==> src/rtl/indicator_bar_driver.sv <==
// indicator_bar_driver
//   Consumer end of the position stream. Accepts one indicator position per
//   valid/ready transfer. Keeps a ballistic bar level with instant attack and
//   timed decay, plus a peak marker with a hold time and its own decay. Drives
//   a registered thermometer-plus-peak-dot vector to the LED bar.
//
// Ports
//   Clock     in   system clock
//   Reset     in   asynchronous, active-high reset
//   i_valid   in   upstream position valid
//   i_ready   out  block can accept a position (low one cycle per transfer)
//   position  in   [4:0] indicator position, 0 = silent, clamped to SEGMENTS
//   level     out  [4:0] current bar level, 0..SEGMENTS
//   peak      out  [4:0] current peak position, never below level
//   segments  out  [SEGMENTS-1:0] bar drive, bit 0 = lowest segment
module indicator_bar_driver #(
  parameter int unsigned SEGMENTS         = 16,
  parameter int unsigned TICK_DIV         = 1000,
  parameter int unsigned DECAY_TICKS      = 4,
  parameter int unsigned HOLD_TICKS       = 50,
  parameter int unsigned PEAK_DECAY_TICKS = 8
) (
  input  logic                Clock,
  input  logic                Reset,
  input  logic                i_valid,
  output logic                i_ready,
  input  logic [4:0]          position,
  output logic [4:0]          level,
  output logic [4:0]          peak,
  output logic [SEGMENTS-1:0] segments
);

  // Counter widths, kept at least one bit wide for degenerate parameter values.
  localparam int unsigned TW = (TICK_DIV > 1) ? $clog2(TICK_DIV) : 1;
  localparam int unsigned DW = (DECAY_TICKS > 1) ? $clog2(DECAY_TICKS) : 1;
  localparam int unsigned HW = (HOLD_TICKS > 0) ? $clog2(HOLD_TICKS + 1) : 1;
  localparam int unsigned PW = (PEAK_DECAY_TICKS > 1) ? $clog2(PEAK_DECAY_TICKS) : 1;

  localparam logic [TW-1:0] TICK_LAST  = TW'(TICK_DIV - 1);
  localparam logic [DW-1:0] DECAY_LAST = DW'(DECAY_TICKS - 1);
  localparam logic [HW-1:0] HOLD_INIT  = HW'(HOLD_TICKS);
  localparam logic [PW-1:0] PDIV_LAST  = PW'(PEAK_DECAY_TICKS - 1);
  localparam logic [4:0]    SEG_MAX    = 5'(SEGMENTS);

  typedef enum logic [1:0] {
    ST_WAIT,
    ST_READY,
    ST_UPDATE
  } state_e;

  state_e              state_q, state_d;
  logic                ready_q, ready_d;
  logic [4:0]          pos_q, pos_d;
  logic [4:0]          level_q, level_d;
  logic [4:0]          peak_q, peak_d;
  logic [HW-1:0]       hold_q, hold_d;
  logic [PW-1:0]       pdiv_q, pdiv_d;
  logic [TW-1:0]       tick_cnt_q, tick_cnt_d;
  logic [DW-1:0]       decay_cnt_q, decay_cnt_d;
  logic [SEGMENTS-1:0] segments_q, segments_d;

  logic       tick;
  logic       decay_step;
  logic       apply;
  logic [4:0] dec_level;

  // Handshake FSM: WAIT opens the port once after reset, then every accepted
  // position costs one UPDATE cycle with i_ready low.
  always_comb begin
    // NOTE: every combinational output gets a default first so no path leaves it unassigned (no latch).
    state_d = state_q;
    ready_d = ready_q;
    pos_d   = pos_q;
    unique case (state_q)
      ST_WAIT: begin
        ready_d = 1'b1;
        state_d = ST_READY;
      end
      ST_READY: begin
        if (i_valid && ready_q) begin
          pos_d   = (position > SEG_MAX) ? SEG_MAX : position;
          ready_d = 1'b0;
          state_d = ST_UPDATE;
        end
      end
      ST_UPDATE: begin
        ready_d = 1'b1;
        state_d = ST_READY;
      end
      default: begin
        ready_d = 1'b0;
        state_d = ST_WAIT;
      end
    endcase
  end

  // Free-running tick prescaler and level decay divider.
  always_comb begin
    tick        = (tick_cnt_q == TICK_LAST);
    tick_cnt_d  = tick ? '0 : tick_cnt_q + 1'b1;
    decay_cnt_d = decay_cnt_q;
    decay_step  = 1'b0;
    if (tick) begin
      if (decay_cnt_q == DECAY_LAST) begin
        decay_cnt_d = '0;
        decay_step  = 1'b1;
      end else begin
        decay_cnt_d = decay_cnt_q + 1'b1;
      end
    end
  end

  // Level: decay first, then an update can only raise it (instant attack).
  always_comb begin
    apply     = (state_q == ST_UPDATE);
    dec_level = (decay_step && level_q != 5'd0) ? level_q - 5'd1 : level_q;
    level_d   = (apply && pos_q > dec_level) ? pos_q : dec_level;
  end

  // Peak: capture (equality reloads hold), else hold countdown, else stepped
  // decay. The final clamp keeps the marker at or above the new level.
  always_comb begin
    peak_d = peak_q;
    hold_d = hold_q;
    pdiv_d = pdiv_q;
    if (apply && pos_q >= peak_q) begin
      peak_d = pos_q;
      hold_d = HOLD_INIT;
      pdiv_d = '0;
    end else if (tick) begin
      if (hold_q != '0) begin
        hold_d = hold_q - 1'b1;
      end else if (pdiv_q == PDIV_LAST) begin
        pdiv_d = '0;
        peak_d = (peak_q != 5'd0) ? peak_q - 5'd1 : 5'd0;
      end else begin
        pdiv_d = pdiv_q + 1'b1;
      end
    end
    if (level_d > peak_d) begin
      peak_d = level_d;
    end
  end

  // Bar image built from the registered level/peak, so it lags them by one cycle.
  always_comb begin
    segments_d = '0;
    for (int unsigned i = 0; i < SEGMENTS; i++) begin
      segments_d[i] = (5'(i) < level_q) ||
                      (peak_q != 5'd0 && 5'(i) == peak_q - 5'd1);
    end
  end

  // NOTE: state registers use non-blocking assignments so all flops sample the same pre-edge values.
  // NOTE: everything here is plain flops (no memory arrays), so every register is cleared by the async reset.
  always_ff @(posedge Clock or posedge Reset) begin
    if (Reset) begin
      state_q     <= ST_WAIT;
      ready_q     <= 1'b0;
      pos_q       <= '0;
      level_q     <= '0;
      peak_q      <= '0;
      hold_q      <= '0;
      pdiv_q      <= '0;
      tick_cnt_q  <= '0;
      decay_cnt_q <= '0;
      segments_q  <= '0;
    end else begin
      state_q     <= state_d;
      ready_q     <= ready_d;
      pos_q       <= pos_d;
      level_q     <= level_d;
      peak_q      <= peak_d;
      hold_q      <= hold_d;
      pdiv_q      <= pdiv_d;
      tick_cnt_q  <= tick_cnt_d;
      decay_cnt_q <= decay_cnt_d;
      segments_q  <= segments_d;
    end
  end

  assign i_ready  = ready_q;
  assign level    = level_q;
  assign peak     = peak_q;
  assign segments = segments_q;

endmodule

==> config.mk <==
export PLATFORM = sky130hd
export DESIGN_NAME = indicator_bar_driver
export DESIGN_NICKNAME = d
export VERILOG_FILES = /design/src/rtl/indicator_bar_driver.sv
export SDC_FILE = /design/constraint.sdc
export NUM_CORES = 1
export LEC_CHECK = 0
export CORE_AREA = 2 2 83 85
export DETAILED_ROUTE_END_ITERATION = 6
export DIE_AREA = 0 0 85 87
export PLACE_DENSITY = 0.82
export SLEW_MARGIN = 5
export SYNTH_ARGS = -nofsm -noshare
export SYNTH_HDL_FRONTEND = slang
export SYNTH_SLANG_ARGS = --single-unit
==> constraint.sdc <==
create_clock -name Clock -period 4.8 [get_ports Clock]
set_input_delay 0.48 -clock Clock [delete_from_list [all_inputs] [get_ports Clock]]
set_output_delay 0.48 -clock Clock [all_outputs]
set_load 0.02 [all_outputs]
Word level (Yosys, flattened, before mapping). Index checks and enable logic that the tools add are counted.

Input bits: 8. Word-level logic and storage cells: 129. Flip-flop bits (word level): 55. Output and inout bits: 27.

Add/sub/neg operators: 6. Reduce and logical (&&, ||, !) cells: 47. Multiplexer cells: 24. Eq/ne operators: 22. Order comparisons: 20.

Operator list (count): $mux 5 (9); $eq 4x5->1 const A (8); $lt 4x5->1 const A (8); $eq 3x5->1 const A (4); $logic_and 1x1->1 (20); $lt 3x5->1 const A (4); $mux 6 (3); $logic_or 1x1->1 (16); $mux 3 (4); $add 10x1->10 const B (1); $eq 10x10->1 const B (1); $eq 2x5->1 const A (2); $gt 5x5->1 (2); $lt 1x5->1 const A (2); $lt 2x5->1 const A (2); $mux 10 (1); $reduce_bool 5->1 (2); $sub 5x1->5 const B (2); $reduce_and 2->1 (3); $reduce_bool 6->1 (1); $sub 6x1->6 const B (1); $eq 1x5->1 const A (1); $ge 5x5->1 (1); $gt 5x5->1 const B (1); 14 further kinds (20).

Logic depth before layout (Yosys ltp). Gate-level depths: netlist (run 1).

Depth in word-level cells: 10. Depth in mapped cells: 23. Mapped depth without buffers: 22.

Least setup slack after synthesis (run 1). No wires, ideal clock.

Path kind: register -> register. Start: reg level_q[1] (netlist: level[1]). End: reg peak_q[1] (netlist: peak[1]). Data required time: 4675 ps. Setup slack: -80 ps. Period minus slack after synthesis: 4880 ps. Cell stages (with the launch flop): 23. Data arrival time: 4755 ps. Path buffers: 1. Cell sequence: dfrtp_1 clkbuf_1 inv_1 ha_1 nand4_1 a2111oi_4 nand2_1 xnor2_1 inv_1 ha_1 nand4_1 nor3b_1 o21ai_0 and3_1 o21ai_2 mux2_4 ha_1 nor2b_1 o21ai_0 a21oi_1 o21a_1 o22ai_1 mux2_2.

Word-level cells in the longest chain between the ends: 8.

Ends and longest elaborated chain: start: declaration (RTL line 54) `logic [4:0] level_q, level_d;`; start signal: assignment (RTL line 172) `level_q <= level_d;`; parallel branches: the longest is 2 deep, another holds $sub 5x1->5; $mux 5 (*) (RTL line 116) `dec_level = (decay_step && level_q != 5'd0) ? level_q - 5'd1 : level_q;`; $gt 5x5->1 (RTL line 117) `level_d = (apply && pos_q > dec_level) ? pos_q : dec_level;`; $logic_and 1x1->1 (RTL line 117); $mux 5 (*) (RTL line 117); via level_d[1] (RTL line 54); $gt 5x5->1 (RTL line 140) `if (level_d > peak_d) begin`; $mux 5 (*) (RTL line 140); via peak_d[1] (RTL line 55) `logic [4:0] peak_q, peak_d;`; end signal: assignment (RTL line 173) `peak_q <= peak_d;`; end: declaration (RTL line 55).

Mark *: on every way through the listed nets, which the timed path passes. A chain may end at the register's enable or synchronous reset.

Final worst setup path (run 1).
Start: reg tick_cnt_q[4]. End: reg peak_q[4] (netlist: peak[4]).

Word-level cells in the longest chain between the ends: 9.

Ends and longest elaborated chain: start: declaration (RTL line 58) `logic [TW-1:0] tick_cnt_q, tick_cnt_d;`; start signal: assignment (RTL line 176) `tick_cnt_q <= tick_cnt_d;`; $eq 10x10->1 (*) (RTL line 99) `tick = (tick_cnt_q == TICK_LAST);`; $mux 1 (*) (RTL line 103) `if (tick) begin`; $logic_and 1x1->1 (*) (RTL line 116); $mux 5 (*) (RTL line 116); $gt 5x5->1 (RTL line 117); $logic_and 1x1->1 (RTL line 117); $mux 5 (*) (RTL line 117); via level_d[2] (RTL line 54); $gt 5x5->1 (*) (RTL line 140); $mux 5 (*) (RTL line 140); via peak_d[4] (RTL line 55).

The timed path passes the listed nets; every way through them passes the cells marked *.

==> results of run 1 <==
==> routing by layer <==
metal / vias up / routed length, um / GRT usage (%)
met5: - / 0 / 0
met2: 94 / 3510 / 32.4
li1: 1253 / - / -
met1: 1248 / 2840 / 22.3
met3: 20 / 372 / 2.75
met4: 0 / 212 / 7.79
==> final cells by class <==
cell class / count / area (um2) / area share, %
multi-input cells: 240 / 1710 / 44.3
flip-flops and latches: 55 / 1380 / 35.7
repair buffers: 49 / 460 / 11.9
well taps: 80 / 100 / 2.59
inverters: 25 / 93.8 / 2.43
clock buffers: 6 / 82.6 / 2.14
clock inverters: 2 / 35.0 / 0.908
==> logic make-up after synthesis <==
group                      Yosys count  synth area share, %
adders and majority gates           27                 10.7
DFF                                 55                 43.8
buffers and inverters               35                 4.22
muxes                               14                 4.89
xor gates and xnor gates            16                 4.46
and+or+nand+nor                    109                 16.6
AOI/OAI and AO/OA                   74                 15.3
==> critical path: stages, from the launching register on <==
cell     delay [ns]
dfrtp_1        0.42
or3b_4         0.45
nor3_4         0.15
and3_4         0.23
nor2b_2        0.16
xor2_1         0.23
inv_1          0.11
ha_4           0.30
nand4_1        0.18
nor3b_2        0.23
o21ai_0        0.10
and3_1         0.19
o21ai_2        0.09
buf_6          0.16
mux2i_2        0.27
inv_1          0.09
ha_1           0.33
o21ai_1        0.10
a21oi_1        0.08
o21a_1         0.18
o22ai_2        0.15
buf_6          0.16
nand2_1        0.06
o22a_1         0.15
==> registers in the layout, summed over array words and instances (netlist names) <==
signal	flops
decay_cnt_q	2
hold_q	6
i_ready	1
level	5
pdiv_q	3
peak	5
pos_q	5
segments	16
state_q	2
tick_cnt_q	10
==> Yosys cell counts, types with 2 or more instances <==
cell type  number  area (um2)
dfrtp_1        55        1380
nand2_1        33         124
nor2_1         28         105
ha_1           27         338
o21ai_0        27         135
inv_1          25        93.8
a21oi_1        12        60.1
nand3_1        10        50.1
clkbuf_1        9        33.8
mux2i_1         9        90.1
nor3_1          9        45.0
xor2_1          9        78.8
xnor2_1         7        61.3
nand2b_1        5        31.3
nor2b_1         5        31.3
and3_1          4        25.0
nand4_1         4        25.0
o211ai_1        4        30.0
o21a_1          4        30.0
a21o_1          3        22.5
a31oi_1         3        18.8
mux2_2          3        33.8
nor3b_1         3        22.5
o21ai_1         3        15.0
o221ai_1        3        26.3
mux2_4          2        30.0
o311ai_0        2        17.5
o41ai_1         2        17.5
==> power breakdown <==
part	leakage, nW	switching (mW)	internal (mW)
logic	1.04	0.659	0.532
clock network	0.0612	0.146	0.169
registers	0.698	0.108	0.593
total	1.80	0.913	1.29
==> cell usage in the layout, fill, tap and decap left out, types with 2 or more instances in the layout <==
master,instances
o21ai_1,4
clkdlybuf4s50_1,34
o21ai_0,26
a21oi_1,12
o211ai_1,4
nand2b_1,5
mux2i_1,8
a31oi_1,3
nor2_1,28
nand2_1,33
mux2_2,3
ha_4,2
a21o_1,3
o221ai_1,3
o21a_1,4
buf_6,2
o311ai_0,2
nand3_1,10
nor2b_1,4
ha_1,24
and3_1,3
nor3b_2,2
xnor2_1,6
buf_4,13
mux2_4,2
o41ai_1,2
nand4_1,4
inv_1,23
dfrtp_1,54
clkbuf_8,6
inv_2,2
xor2_1,9
nor3_1,8
==> worst min-delay path by stage <==
stage | to | slack [ns] | from
2_1_floorplan | state_q[0] | 0.44 | state_q[0]
3_3_place_gp | state_q[0] | 0.47 | state_q[0]
3_5_place_dp | state_q[0] | 0.47 | state_q[0]
4_1_cts | state_q[0] | 0.48 | state_q[0]
5_1_grt | state_q[0] | 0.51 | state_q[0]
6_report | state_q[0] | 0.48 | state_q[0]
==> what timing repair did <==
action                                  4_1_cts  5_1_grt
buffers inserted                              0        6
endpoints found under the hold margin         0        0
pin swaps                                     2        7
endpoints found under the setup margin        2        5
gates resized for setup                       0       16
==> results.py, run 1 <==
metrics = {
    "layout": {
        "layout.cells.non_filler": 457,
        "fillers": 526,
        "antenna_cells": 0,
        "design_area_um2": 3860,
        "syn2layout_area_growth_pct": 22.7,
        "utilization_pct": 58.7,
        "nets": 411,
        "drive_gt1_share_pct": 12.7,
    },
    "synth": {
        "synth-async-reset-ratio_pct": 100,
        "synthDistinctLibCells": 48,
        "synth_nets": 365,
        "netlist_area_um2": 3140,
        "ys_warn_count": 0,
        "synth_edf_count": 0,
        "yosys_most_used_dff": "dfrtp_1",
        "syn_inst": 330,
        "ys_seq_elements": 55,
        "synth.avg_cell_area_um2": 9.53,
        "ys_seq_area_share_pct": 43.8,
    },
    "sta": {
        "setup_viol": 0,
        "tightestPinTransition_ns": 1.11,
        "min_period_over_period_pct": 97.4,
        "setup_ws_ns": 0.124,
        "max_freq_mhz": 214,
        "clock_skew_ns": 0.00679,
        "slew_headroom_pct": 26.2,
        "period_minus_slack_ns": 4.68,
        "timing.hold.ws_ns": 0.482,
        "hold_viol": 0,
        "final.setup.tns_ns": 0,
        "drv_slew": 0,
    },
    "cts": {
        "clkSinkCount": 55,
        "htreeDepth": 2,
        "clockRootBuffer": "clkbuf_8",
        "clk_pin_slew_worst_paths_ns": 0.10,
        "numCtsBuffers": 5,
        "cts_tree": "yes",
        "clk_latency_ns": 0.31,
        "cts_hold_buf": 0,
        "cts_buffer_depth": 2,
    },
    "critical_path": {
        "critPathKind": "reg -> reg",
        "arrival_ns": 4.88,
        "r2r-end": "peak[4]",
        "worstSetupStartpointType": "register",
        "critPathCapture": "peak[4]",
        "startpoint": "tick_cnt_q[4]",
        "r2r_start": "tick_cnt_q[4]",
        "cp-end-kind": "register",
        "path_max_fanout": 6,
        "required_ns": 5.00,
        "r2r_cells": 23,
        "rrSetupSlack_ns": 0.12,
    },
    "die": {
        "core_um2": 6570,
        "initial_core_util_pct": 47.9,
        "rows": 30,
        "die_x_um": 85,
        "die_y_um": 87,
        "dieArea_um2": 7400,
        "io_pins": 35,
    },
    "drt": {
        "vias": 2615,
        "drc": 0,
        "drt_pass1_iterations": 4,
        "routedWlPerCell_um": 15.2,
        "first_iter_violations": 215,
        "ant_nets": 0,
        "viasPerCell": 5.72,
        "wirelength_um": 6930,
    },
    "grt": {
        "grt_max_degree": 56,
        "grt_first_pass_wirelength_um": 10800,
        "antenna_found_initial": 0,
        "track_usage_pct": 18.3,
        "first_global_vias": 2391,
        "overflow": 0,
    },
    "placed_design": {
        "pre_cts_ws_ns": 0.0774,
        "dpl.cell_count": 443,
        "port_buffers": 34,
        "gp_congestion": 0.901,
        "dp_hpwl_um": 4950,
        "dpl-instance-area_um2": 3620,
    },
    "power": {
        "total_power_mw": 2.21,
        "leakage_nw": 1.80,
        "power_density_nw_per_um2": 572,
        "peakVddDrop_v": 0.000325,
    },
    "status": {
        "status": "completed",
    },
    "hold_path": {
        "holdPathStages": 1,
        "hold_class": "reg -> reg",
    },
    "flow_run": {
        "drv_cap": 0,
    },
}
No activity file was read; power rests on OpenSTA's default activity.
==> inputs of run 2 (changes only) <==
--- a/config.mk
+++ b/config.mk
@@ -5,10 +5,12 @@
 export SDC_FILE = /design/constraint.sdc
 export NUM_CORES = 1
 export LEC_CHECK = 0
-export CORE_AREA = 2 2 83 85
+export CELL_PAD_IN_SITES_DETAIL_PLACEMENT = 1
+export CELL_PAD_IN_SITES_GLOBAL_PLACEMENT = 2
+export CORE_AREA = 2 2 103 105
 export DETAILED_ROUTE_END_ITERATION = 6
-export DIE_AREA = 0 0 85 87
-export PLACE_DENSITY = 0.82
+export DIE_AREA = 0 0 105 107
+export PLACE_DENSITY = 0.83
 export SLEW_MARGIN = 5
 export SYNTH_ARGS = -nofsm -noshare
 export SYNTH_HDL_FRONTEND = slang
==> run 2 against run 1 <==
Effect of this change:
- largest power group unchanged
- combinational power about the same
- core utilization fell by 20 points
- clock skew rose by 0.0010 ns
- hold slack improved by 0.0092 ns
- first-iteration DRC count decreased by 67%
- die area rose by 52%
- sequential cell count stayed put
==> results.py, run 2 (synthesized netlist as in run 1, its figures left out) <==
metrics = {
    "layout": {
        "syn2layout_area_growth_pct": 25.0,
        "fillers": 1194,
        "nets": 416,
        "drive_gt1_share_pct": 13.1,
        "final_common_cell": "dfrtp_1",
        "design_area_um2": 3930,
        "largest_register_ffs": 16,
        "antenna_cells": 0,
        "layout_common_cells": "dfrtp_1 (55), clkdlybuf4s50_1 (34), nand2_1 (33), nor2_1 (28), o21ai_0 (26)",
    },
    "critical_path": {
        "required_ns": 5.02,
        "slowest_stage": "or3b_4",
        "max_stage_delay_ns": 0.45,
        "cp-end-kind": "register",
        "arrival_ns": 4.83,
        "critical_path.most_common_cell": "inv_1",
        "worstSetupStartpointType": "register",
        "path_max_fanout": 4,
        "critPathKind": "reg -> reg",
        "path_cells": "or3b_4, a2111oi_4, nand2_1, xnor2_1, inv_1, ha_1, nand4_1, nor3b_2, o21ai_0, and3_1, o21ai_2, buf_4, mux2i_2, inv_1, ha_1, inv_1, a21oi_1, o21a_1, o22ai_2, mux2_2",
    },
    "power": {
        "total_power_mw": 2.16,
        "peakVddDrop_v": 0.000211,
        "intPower_mw": 1.23,
        "switching_share_pct": 43.2,
        "leakage_nw": 1.81,
        "clkPwrFrac_pct": 13.0,
        "power_density_nw_per_um2": 550,
        "p_switching_mw": 0.933,
        "comb_power_share_pct": 55.0,
        "seqPwrFrac_pct": 32.0,
    },
    "drt": {
        "drt_pass1_iterations": 4,
        "ant_nets": 0,
        "routedWlPerCell_um": 15.0,
        "vias": 2545,
        "wirelength_um": 7770,
        "drc": 0,
        "viasPerCell": 4.91,
        "first_iter_violations": 71,
    },
    "die": {
        "rows": 37,
        "core_um2": 10100,
        "die_x_um": 105,
        "die_y_um": 107,
        "dieArea_um2": 11200,
        "initial_core_util_pct": 31.2,
        "io_pins": 35,
    },
    "cts": {
        "cts_buffer_depth": 2,
        "clk_latency_ns": 0.32,
        "clockRootBuffer": "clkbuf_8",
        "numCtsBuffers": 5,
        "clk_pin_slew_worst_paths_ns": 0.11,
        "cts_hold_buf": 0,
        "htreeDepth": 2,
        "clkSinkCount": 55,
        "cts_tree": "yes",
    },
    "grt": {
        "grt_max_degree": 56,
        "met2_usage_pct": 25.4,
        "track_usage_pct": 14.4,
        "antenna_found_initial": 0,
        "overflow": 0,
        "grt_use_met3_pct": 2.49,
        "grtUsageMet1_pct": 18.4,
        "grt_first_pass_wirelength_um": 13100,
        "busiest_layer": "met2",
        "first_global_vias": 2655,
    },
    "status": {
        "status": "completed",
    },
    "sta": {
        "hold_viol": 0,
        "setup_viol": 0,
        "clock_skew_ns": 0.00784,
        "max_freq_mhz": 217,
        "slew_headroom_pct": 51.8,
        "tightestPinTransition_ns": 0.719,
        "period_minus_slack_ns": 4.61,
        "min_period_over_period_pct": 96.1,
        "setup_ws_ns": 0.187,
        "drv_slew": 0,
    },
    "placed_design": {
        "dp_hpwl_um": 5810,
        "pre_cts_ws_ns": 0.0630,
        "port_buffers": 34,
        "gp_congestion": 0.829,
        "dpl-instance-area_um2": 3710,
    },
    "hold_path": {
        "hold_class": "reg -> reg",
    },
    "flow_run": {
        "drv_cap": 0,
    },
}
run 2: layout make-up:
cell class	instances	area, um2	share of cell area, %
Timing Repair Buffer	54	494	12.6
Multi-Input combinational cell	240	1700	43.2
Sequential cell	55	1380	35.0
Tap cell	136	170	4.33
Clock inverter	3	28.8	0.732
Inverter	25	93.8	2.39
Clock buffer	5	68.8	1.75
run 2: path summary, 6_finish.rpt:
kind                               startpoint       endpoint  slack [ns]  depth (start not counted)
worst max-delay path            tick_cnt_q[4]        peak[1]        0.19                         20
worst min-delay path            tick_cnt_q[8]  tick_cnt_q[8]        0.49                          1
worst max register to register  tick_cnt_q[4]        peak[1]        0.19                         20
worst min register to register  tick_cnt_q[8]  tick_cnt_q[8]        0.49                          1
max in group asynchronous               Reset       level[0]        3.66                          3
min in group asynchronous               Reset    segments[5]        0.67                          3
run 2: critical path, delay by kind of cell, from the launching register on:
| kind | cells | cell delay, ns |
|---|---|---|
| xor gates and xnor gates | 1 | 0.23 |
| AOI/OAI and AO/OA | 6 | 0.95 |
| muxes | 2 | 0.61 |
| buffers and inverters | 4 | 0.48 |
| adders and majority gates | 2 | 0.66 |
| and+or+nand+nor | 5 | 1.18 |
| DFF | 1 | 0.42 |
run 2: routing by layer:
layer | vias up | wire (um)
met1 | 1236 | 3620
li1 | 1254 | -
met2 | 46 | 3770
met4 | 0 | 95
met5 | - | 0
met3 | 9 | 274
run 2: power by group through the flow:
| stage | clock network, mW | logic, mW | registers [mW] |
|---|---|---|---|
| floorplan | 0 | 0.621 | 0.791 |
| global placement | 0 | 1.13 | 0.696 |
| detailed placement | 0 | 1.16 | 0.701 |
| CTS | 0.293 | 1.17 | 0.691 |
| global route | 0.307 | 1.33 | 0.712 |
| finish | 0.280 | 1.19 | 0.691 |
run 2: stage by stage:
step                      util (%)  std cells  setup TNS, ns  hold WS (ns)
after global routing          38.9        518         -0.153         0.500
after CTS                     37.8        510              0         0.492
after detailed placement      36.8        502              0         0.477
after floorplan                  -        330              0         0.439
after global placement        36.8        502              0         0.465
final                         38.9        518              0         0.491
run 2: what timing repair did:
| item | CTS | global route |
|---|---|---|
| setup buffers | 0 | 8 |
| hold endpoints to repair | 0 | 0 |
| resized for setup | 0 | 13 |
| endpoints found under the setup margin | 0 | 5 |
